File: src/rtl/sfd_pkg.sv
// Shared definitions for the serial frame deserializer: FSM states,
// line-level framing constants and a frame-length helper.
package sfd_pkg;

    // Receiver FSM states
    typedef enum logic [1:0] {
        ST_IDLE   = 2'd0,
        ST_DATA   = 2'd1,
        ST_PARITY = 2'd2,
        ST_STOP   = 2'd3
    } sfd_state_e;

    // Line idles low, so a frame is opened by a 1 and closed by a 0
    localparam logic START_BIT = 1'b1;
    localparam logic STOP_BIT  = 1'b0;

    // Total bit times per frame: start + payload + optional parity + stop
    function automatic int unsigned sfd_frame_len(input int unsigned data_w,
                                                  input int unsigned parity_en);
        return data_w + 2 + ((parity_en != 0) ? 1 : 0);
    endfunction

endpackage

File: src/rtl/sfd_shift_core.sv
// Direction-selectable payload shift register with bit counter and
// running even parity. dir=0 shifts right (first bit lands in [0]),
// dir=1 shifts left (first bit lands in [DATA_W-1]).
module sfd_shift_core #(
    parameter int DATA_W = 8
) (
    input  logic              clk,
    input  logic              rst,
    input  logic              clr,
    input  logic              shift,
    input  logic              dir,
    input  logic              din,
    output logic [DATA_W-1:0] word,
    output logic              par,
    output logic              last
);

    localparam int CW = $clog2(DATA_W + 1);

    logic [CW-1:0] cnt;

    // High while the bit being shifted in is the final payload bit
    assign last = (cnt == CW'(DATA_W - 1));

    // Shift register, bit counter and running parity; clr restarts a frame
    // without touching the word so a finished word stays readable
    always_ff @(posedge clk or negedge rst) begin
        if (!rst) begin
            word <= '0;
            cnt  <= '0;
            par  <= 1'b0;
        end else if (clr) begin
            cnt  <= '0;
            par  <= 1'b0;
        end else if (shift) begin
            word <= dir ? {word[DATA_W-2:0], din} : {din, word[DATA_W-1:1]};
            cnt  <= cnt + CW'(1);
            par  <= par ^ din;
        end
    end

endmodule

File: src/rtl/serial_frame_deserializer.sv
// Frames a 1-bit stream (start=1, payload, optional even parity, stop=0)
// and presents each assembled word on a valid/ready handshake.
// The stop bit is judged one edge before the output register updates,
// so the next frame's start bit can be sampled on that same edge.
module serial_frame_deserializer
    import sfd_pkg::*;
#(
    parameter int DATA_W    = 8,
    parameter int PARITY_EN = 1
) (
    input  logic              clk,
    input  logic              rst,
    input  logic              in,
    input  logic              mode,
    output logic [DATA_W-1:0] data,
    output logic              valid,
    input  logic              ready,
    output logic              parity_err,
    output logic              frame_err,
    output logic              overrun,
    output logic              busy
);

    sfd_state_e        st, st_n;

    logic              core_clr;
    logic              core_shift;
    logic [DATA_W-1:0] core_word;
    logic              core_par;
    logic              core_last;

    logic              mode_q;
    logic              perr_q;
    logic              par_chk;
    logic              fin_ok, fin_ok_n;
    logic              fin_err, fin_err_n;
    logic              xfer;

    assign xfer = valid & ready;
    assign busy = (st != ST_IDLE);

    sfd_shift_core #(
        .DATA_W (DATA_W)
    ) u_core (
        .clk   (clk),
        .rst   (rst),
        .clr   (core_clr),
        .shift (core_shift),
        .dir   (mode_q),
        .din   (in),
        .word  (core_word),
        .par   (core_par),
        .last  (core_last)
    );

    // FSM state register
    always_ff @(posedge clk or negedge rst) begin
        if (!rst) st <= ST_IDLE;
        else      st <= st_n;
    end

    // Next-state decode plus per-state strobes to the core and frame flags
    always_comb begin
        st_n       = st;
        core_clr   = 1'b0;
        core_shift = 1'b0;
        par_chk    = 1'b0;
        fin_ok_n   = 1'b0;
        fin_err_n  = 1'b0;
        unique case (st)
            ST_IDLE: begin
                if (in == START_BIT) begin
                    core_clr = 1'b1;
                    st_n     = ST_DATA;
                end
            end
            ST_DATA: begin
                core_shift = 1'b1;
                if (core_last) st_n = (PARITY_EN != 0) ? ST_PARITY : ST_STOP;
            end
            ST_PARITY: begin
                par_chk = 1'b1;
                st_n    = ST_STOP;
            end
            ST_STOP: begin
                st_n = ST_IDLE;
                if (in == STOP_BIT) fin_ok_n  = 1'b1;
                else                fin_err_n = 1'b1;
            end
            default: st_n = ST_IDLE;
        endcase
    end

    // Per-frame context: bit order latched with the start bit, parity verdict,
    // and the one-cycle delivery/discard flags produced by the stop bit
    always_ff @(posedge clk or negedge rst) begin
        if (!rst) begin
            mode_q  <= 1'b0;
            perr_q  <= 1'b0;
            fin_ok  <= 1'b0;
            fin_err <= 1'b0;
        end else begin
            fin_ok  <= fin_ok_n;
            fin_err <= fin_err_n;
            if (core_clr) mode_q <= mode;
            if (par_chk)  perr_q <= (in != core_par);
        end
    end

    // Output register and handshake: a finished frame loads when the slot is
    // free or being drained this cycle, otherwise it is dropped as an overrun
    always_ff @(posedge clk or negedge rst) begin
        if (!rst) begin
            data       <= '0;
            valid      <= 1'b0;
            parity_err <= 1'b0;
            frame_err  <= 1'b0;
            overrun    <= 1'b0;
        end else begin
            frame_err <= fin_err;
            if (fin_ok && (!valid || ready)) begin
                data       <= core_word;
                parity_err <= (PARITY_EN != 0) ? perr_q : 1'b0;
                valid      <= 1'b1;
            end else if (xfer) begin
                valid      <= 1'b0;
            end
            if (fin_ok && valid && !ready) overrun <= 1'b1;
            else if (xfer)                 overrun <= 1'b0;
        end
    end

endmodule

File: config.mk
export PLATFORM = sky130hd
export DESIGN_NAME = serial_frame_deserializer
export DESIGN_NICKNAME = d
export VERILOG_FILES = /design/src/rtl/sfd_pkg.sv /design/src/rtl/sfd_shift_core.sv /design/src/rtl/serial_frame_deserializer.sv
export SDC_FILE = /design/constraint.sdc
export NUM_CORES = 1
export LEC_CHECK = 0
export CORE_MARGIN = 10
export CORE_UTILIZATION = 55
export CTS_BUF_LIST = sky130_fd_sc_hd__clkbuf_8
export CTS_CLUSTER_DIAMETER = 30
export DETAILED_ROUTE_END_ITERATION = 8
export PLACE_DENSITY = 0.79
export SYNTH_ARGS = -nofsm -noshare
export SYNTH_HDL_FRONTEND = slang
export SYNTH_SLANG_ARGS = --single-unit
File: constraint.sdc
create_clock -name clk -period 3.6 [get_ports clk]
set_input_delay 0.72 -clock clk [delete_from_list [all_inputs] [get_ports clk]]
set_output_delay 0.72 -clock clk [all_outputs]
set_load 0.01 [all_outputs]
==> flow_summary_export.csv, run 1 <==
group,metric,value,unit
sta,tns,0,ps
min_path,hold_path.class,"reg2reg",
layout,syn2layout_area_growth,21.0,%
drt,drc,0,
power,p_int,0.975,mW
logic_synthesis,synth_seq_cells,31,
min_path,worst_hold_path.endpoint,"frame_err",
drt,first_pass_iters,2,
drt,avgViaCountPerCell,5.39,
floorplanning,core-area,2280,um2
clock_network,cts_inserted_buffers,5,
clock_network,htreeDepth,2,
min_path,hold_depth,0,
layout,layout.nets,141,
global_routing,grt_pass1_vias,909,
logic_synthesis,yosysTopAreaCell,"dfrtp_1",
placed_design,gp_congestion,0.681,
clock_network,postCtsResizedCells,0,
setup_path,worstPathRequired,2880,ps
floorplanning,die_width,69.6,um
setup_path,worst_r2r_path_depth,4,
global_routing,antenna_found_initial,0,
clock_network,cts_root_buf,"clkbuf_8",
sta,setup_violations,0,
power,combPwrFrac,38.0,%
drt,wl_per_cell,15.3,um
drt,vias,857,
min_path,min-delay-start,"fin_err",
clock_network,cts_tree,"yes",
run_status,status,"complete, no violations",
clock_network,cts_hold_buf,0,
setup_path,crit_type,"reg2out",
placed_design,hpwlAfterDp,1720,um
logic_synthesis,synthesis.nets,122,
drt,wirelength,2430,um
setup_path,arrival,1750,ps
layout,drive_gt1_share,8.40,%
sta,finalCritPeriodShare,68.5,%
sta,clock.fmax,406,MHz
floorplanning,initial_utilization,59.5,%
sta,finClkSkew,3.94,ps
drt,drt_iter0_drc,35,
clock_network,postCtsSetupRepairBufs,0,
sta,fin_crit,2470,ps
floorplanning,boundaryPins,18,
logic_synthesis,synth_cell_types,23,
clock_network,clkTransAtPathRegs,60,ps
layout,diodes,0,
drt,ant_nets,0,
global_routing,grtUsageTotal,10.9,%
logic_synthesis,yosysTopAreaCellShare,57.2,%
global_routing,grt_max_degree,32,
clock_network,cts_buffer_depth,2,
power,p_clk_share,19.8,%
sta,slew_violations,0,
sta,hold_viol,0,
setup_path,start_kind,"register",
floorplanning,dieHeight,69.6,um
logic_synthesis,synth.yosys.seq_area_share,57.2,%
setup_path,worstPathMaxFanout,8,
sta,worst_slew_pin_slew,512,ps
placed_design,port_buffers,17,
placed_design,dp_cells,151,
power,power.switching,0.505,mW
floorplanning,placementRows,17,
setup_path,rr_endpoint,"st[1]",
global_routing,grt_pass1_wl,4330,um
setup_path,rr_startpoint,"st[1]",
logic_synthesis,postSynthAreaPerCell,12.2,um2
logic_synthesis,syn_inst,111,
logic_synthesis,syn_area,1360,um2
power,p_leak,0.714,nW
logic_synthesis,synthTopCellsByArea,"dfrtp_1, mux2_1, mux2i_1",
power,share_seq_of_total_power,42.2,%
power,vdd_drop_max,600,uV
clock_network,cts.sinks,31,
logic_synthesis,synth_warnings,0,
clock_network,clock_latency,280,ps
setup_path,endpoint_kind,"output pin",
sta,rsz0062_at_grt,"false",
layout,fin_cells,159,
power,pwr_density_cell,903,nW/um2
power,swShare,34.1,%
run,cap_violations,0,
layout,fin_util,72.0,%
global_routing,overflow,0,
setup_path,r2r_slack,2070,ps
floorplanning,die_area,4850,um2
sta,slew_headroom,65.9,%
critical path, stage by stage, from the launching register on:
cell	delay, ps
dfrtp_1	410
inv_1	100
ha_1	300
inv_1	110
clkdlybuf4s50_1	540
registers in the layout, summed over array words and instances (netlist names), 2 cells and up:
name / count
u_core.cnt: 4
st: 2
u_core.word: 8
data: 8
Yosys cell counts:
cell and count:
nand2b_1 2, and2_1 1, mux2_4 1, inv_2 1
nor2b_1 1, a22o_1 2, xnor2_1 2, nand4_1 1
mux2i_1 9, nand2_1 2, o21ai_1 1, a211oi_1 1
mux2_1 10, clkbuf_1 1, xor2_1 2, nand3b_1 2
inv_1 4, nand2_2 1, a21oi_1 16, nor2_1 9
buf_2 5, ha_1 6, dfrtp_1 31
per-layer routing:
layer	track usage (%)	vias to the layer above	routed length (um)
met5	0	-	0
met4	6.52	0	61
met3	4.71	7	169
met2	16.8	18	1140
met1	12.2	417	1060
li1	-	415	-
metrics by stage:
step	worst slack [ps]	cell area [um2]	hold WS (ps)	total power, mW
final	1130	1640	356	1.48
after detailed placement	1390	1540	342	1.20
after global placement	1430	1540	345	1.16
after floorplan	2000	1360	331	0.975
after global routing	1010	1640	377	1.60
after CTS	1130	1640	355	1.49
cells in the final DEF (no fill, tap or decap):
master / n
nand2_1: 2
and2_1: 1
mux2_1: 10
nor2_1: 9
nand4_1: 1
nor2b_1: 1
clkbuf_8: 7
dfrtp_1: 31
ha_1: 6
nand2b_1: 2
a211oi_1: 1
xor2_1: 2
a21oi_1: 16
a22o_1: 2
mux2_4: 1
inv_2: 1
clkdlybuf4s50_1: 17
nand3b_1: 2
nand2_2: 1
buf_4: 1
inv_1: 5
o21ai_1: 1
xnor2_1: 2
mux2i_1: 9
area by class of cell:
cell class	instances	area (um2)
Fill cell	179	637
Sequential cell	31	776
Clock buffer	7	96.3
Tap cell	28	35.0
Clock inverter	1	3.75
Multi-Input combinational cell	69	532
Inverter	5	18.8
Timing Repair Buffer	18	178
power by group through the flow:
stage | registers (mW) | clock network, mW | logic [mW]
after floorplan | 0.609 | 0 | 0.366
after global placement | 0.618 | 0 | 0.543
after detailed placement | 0.630 | 0 | 0.569
after CTS | 0.625 | 0.297 | 0.572
after global routing | 0.647 | 0.319 | 0.632
final | 0.625 | 0.293 | 0.562
worst max path at each step:
stage / endpoint / depth (start not counted) / from
final: busy / 4 / st[0]
after global routing: busy / 4 / st[1]
after CTS: busy / 4 / st[0]
after detailed placement: st[1] / 4 / in
after global placement: st[1] / 4 / in
after floorplan: busy / 4 / st[0]
cell families after synthesis:
logic type,Yosys count,share of synthesized area (%)
AND/OR/NAND/NOR,19,6.93
adder cells (fa/ha/maj),6,5.54
multiplexers,20,16.1
XOR/XNOR,4,2.59
AO/OA/AOI/OAI,20,8.13
flip-flops,31,57.2
buffers and inverters,11,3.51
Note: power is estimated with default switching activity, not from simulation.
==> run 2, diff against run 1 <==
Settings changed: CORE_ASPECT_RATIO set to 0.5, CORE_UTILIZATION 55 to 50, PLACE_DENSITY 0.79 to 0.75.
Clock period 3.6 ns to 2 ns, I/O delays scaled along.
==> run 2 against run 1 <==
  * Wire length shrank 7.6%
  * Die area grew 9.7%
  * Hold slack lost 9.1 ps
  * Critical path depth is the same
  * Combinational power grew 83%
  * Critical path type unchanged
  * Largest power group unchanged
==> flow_summary_export.csv, run 2 (synthesis gave the netlist of run 1 again) <==
group,metric,value,unit
run_status,status,"complete, no violations",
layout,fin_area,1670,um2
run,cap_violations,0,
placed_design,placed_area,1570,um2
clock_network,clkTransAtPathRegs,60,ps
clock_network,cts_hold_buf,0,
power,power.switching,0.885,mW
min_path,hold_depth,0,
clock_network,htreeDepth,2,
power,p_clk_share,21.3,%
global_routing,grt_max_degree,32,
layout,drive_gt1_share,9.77,%
min_path,hold_path.class,"reg2reg",
floorplanning,boundaryPins,18,
floorplanning,dieHeight,56.8,um
sta,finClkSkew,2.49,ps
power,pwr_density_cell,1620,nW/um2
clock_network,cts_buffer_depth,2,
layout,layout.nets,144,
setup_path,path_common_cell,"inv_1",
sta,clock.fmax,561,MHz
power,combPwrFrac,37.9,%
sta,fin_crit,1780,ps
power,p_int,1.82,mW
setup_path,cp_cell_sequence,"inv_1 -> ha_1 -> inv_1 -> dlygate4sd2_1",
power,swShare,32.7,%
setup_path,critPathSlowestCell,"dfrtp_1",
setup_path,max_stage_delay,410,ps
setup_path,worstPathMaxFanout,4,
drt,wirelength,2250,um
power,p_leak,0.728,nW
clock_network,cts.sinks,31,
sta,setup_ws,216,ps
floorplanning,core-area,2590,um2
global_routing,grt_pass1_wl,3920,um
drt,drc,0,
layout,top_regs,"data x8, u_core.word x8, u_core.cnt x4",
global_routing,grtUsageTotal,9.38,%
sta,setup_violations,0,
global_routing,overflow,0,
layout,n_fill_cell,193,
setup_path,endpoint_kind,"output pin",
placed_design,dpl_worst_slack,237,ps
sta,slew_violations,0,
setup_path,worst_r2r_path_depth,5,
sta,tns,0,ps
layout,final_common_cell,"dfrtp_1",
layout,diodes,0,
setup_path,crit_type,"reg2out",
layout,mostFrequentLayoutCells,"dfrtp_1, a21oi_1, clkdlybuf4s50_1, mux2_1",
global_routing,antenna_found_initial,0,
sta,hold_viol,0,
sta,rsz0062_at_grt,"false",
drt,avgViaCountPerCell,4.84,
drt,ant_nets,0,
placed_design,hpwlAfterDp,1600,um
clock_network,cts_tree,"yes",
drt,vias,823,
clock_network,cts_inserted_buffers,5,
sta,finalCritPeriodShare,89.2,%
drt,first_pass_iters,4,
sta,worst_slew_pin_slew,488,ps
drt,wl_per_cell,13.2,um
floorplanning,placementRows,13,
power,vdd_drop_max,717,uV
power,share_seq_of_total_power,40.8,%
sta,slew_headroom,67.5,%
placed_design,port_buffers,17,
setup_path,arrival,1380,ps
drt,drt_iter0_drc,37,
floorplanning,initial_utilization,52.4,%
setup_path,worstPathRequired,1600,ps
floorplanning,die_width,93.6,um
placed_design,gp_congestion,0.745,
floorplanning,die_area,5320,um2
setup_path,start_kind,"register",
clock_network,cts_root_buf,"clkbuf_8",
layout,syn2layout_area_growth,23.5,%
clock_network,clock_latency,270,ps
global_routing,grt_pass1_vias,839,
## run 2: per-layer routing
metal	track usage, %	part of all wire (%)	up-vias
met5	0	0	-
met4	3.87	0.76	0
met3	5.30	7.8	2
met2	13.8	43	19
met1	11.0	49	384
li1	-	-	418
## run 2: path summary, 6_finish.rpt
| path | start | to | slack [ps] |
|---|---|---|---|
| max reg2reg | st[1] | st[1] | 460 |
| min | fin_err | frame_err | 350 |
| min reg2reg | fin_err | frame_err | 350 |
| max | st[1] | busy | 220 |
| min in group asynchronous | rst | u_core.cnt[3] | 510 |
| max in group asynchronous | rst | data[4] | 1220 |
## run 2: final cells by class
cell class / count / area (um2) / share of cell area (%)
clock inverter: 2 / 33.8 / 2.02
timing repair buffer: 21 / 199 / 11.9
sequential: 31 / 776 / 46.3
multi-input combinational: 69 / 532 / 31.8
inverter: 5 / 18.8 / 1.12
tap: 37 / 46.3 / 2.77
clock buffer: 5 / 68.8 / 4.11
## run 2: critical path: cells and delay by family (launching register included)
family | cells | cell delay [ps]
DFF | 1 | 410
buffers and inverters | 3 | 470
adders and majority gates | 1 | 230
## run 2: repair_timing
action / 4_1_cts / 5_1_grt
resized for setup: 1 / 0
buffers inserted: 1 / 0
endpoints found under the setup margin: 1 / 0
## run 2: through the flow
stage	hold slack (ps)	total power, mW	cells	utilization (%)
after global routing	365	2.92	170	64.7
after CTS	350	2.74	170	64.7
final	347	2.71	170	64.7
after floorplan	104	1.76	111	-
after detailed placement	336	2.15	162	60.5
after global placement	334	2.11	162	60.5
## run 2: power groups by stage
stage,logic [mW],registers (mW),clock network [mW]
4_1_cts,1.04,1.11,0.588
6_report,1.03,1.10,0.577
2_1_floorplan,0.659,1.10,0
3_5_place_dp,1.02,1.13,0
3_3_place_gp,0.993,1.11,0
5_1_grt,1.14,1.15,0.626
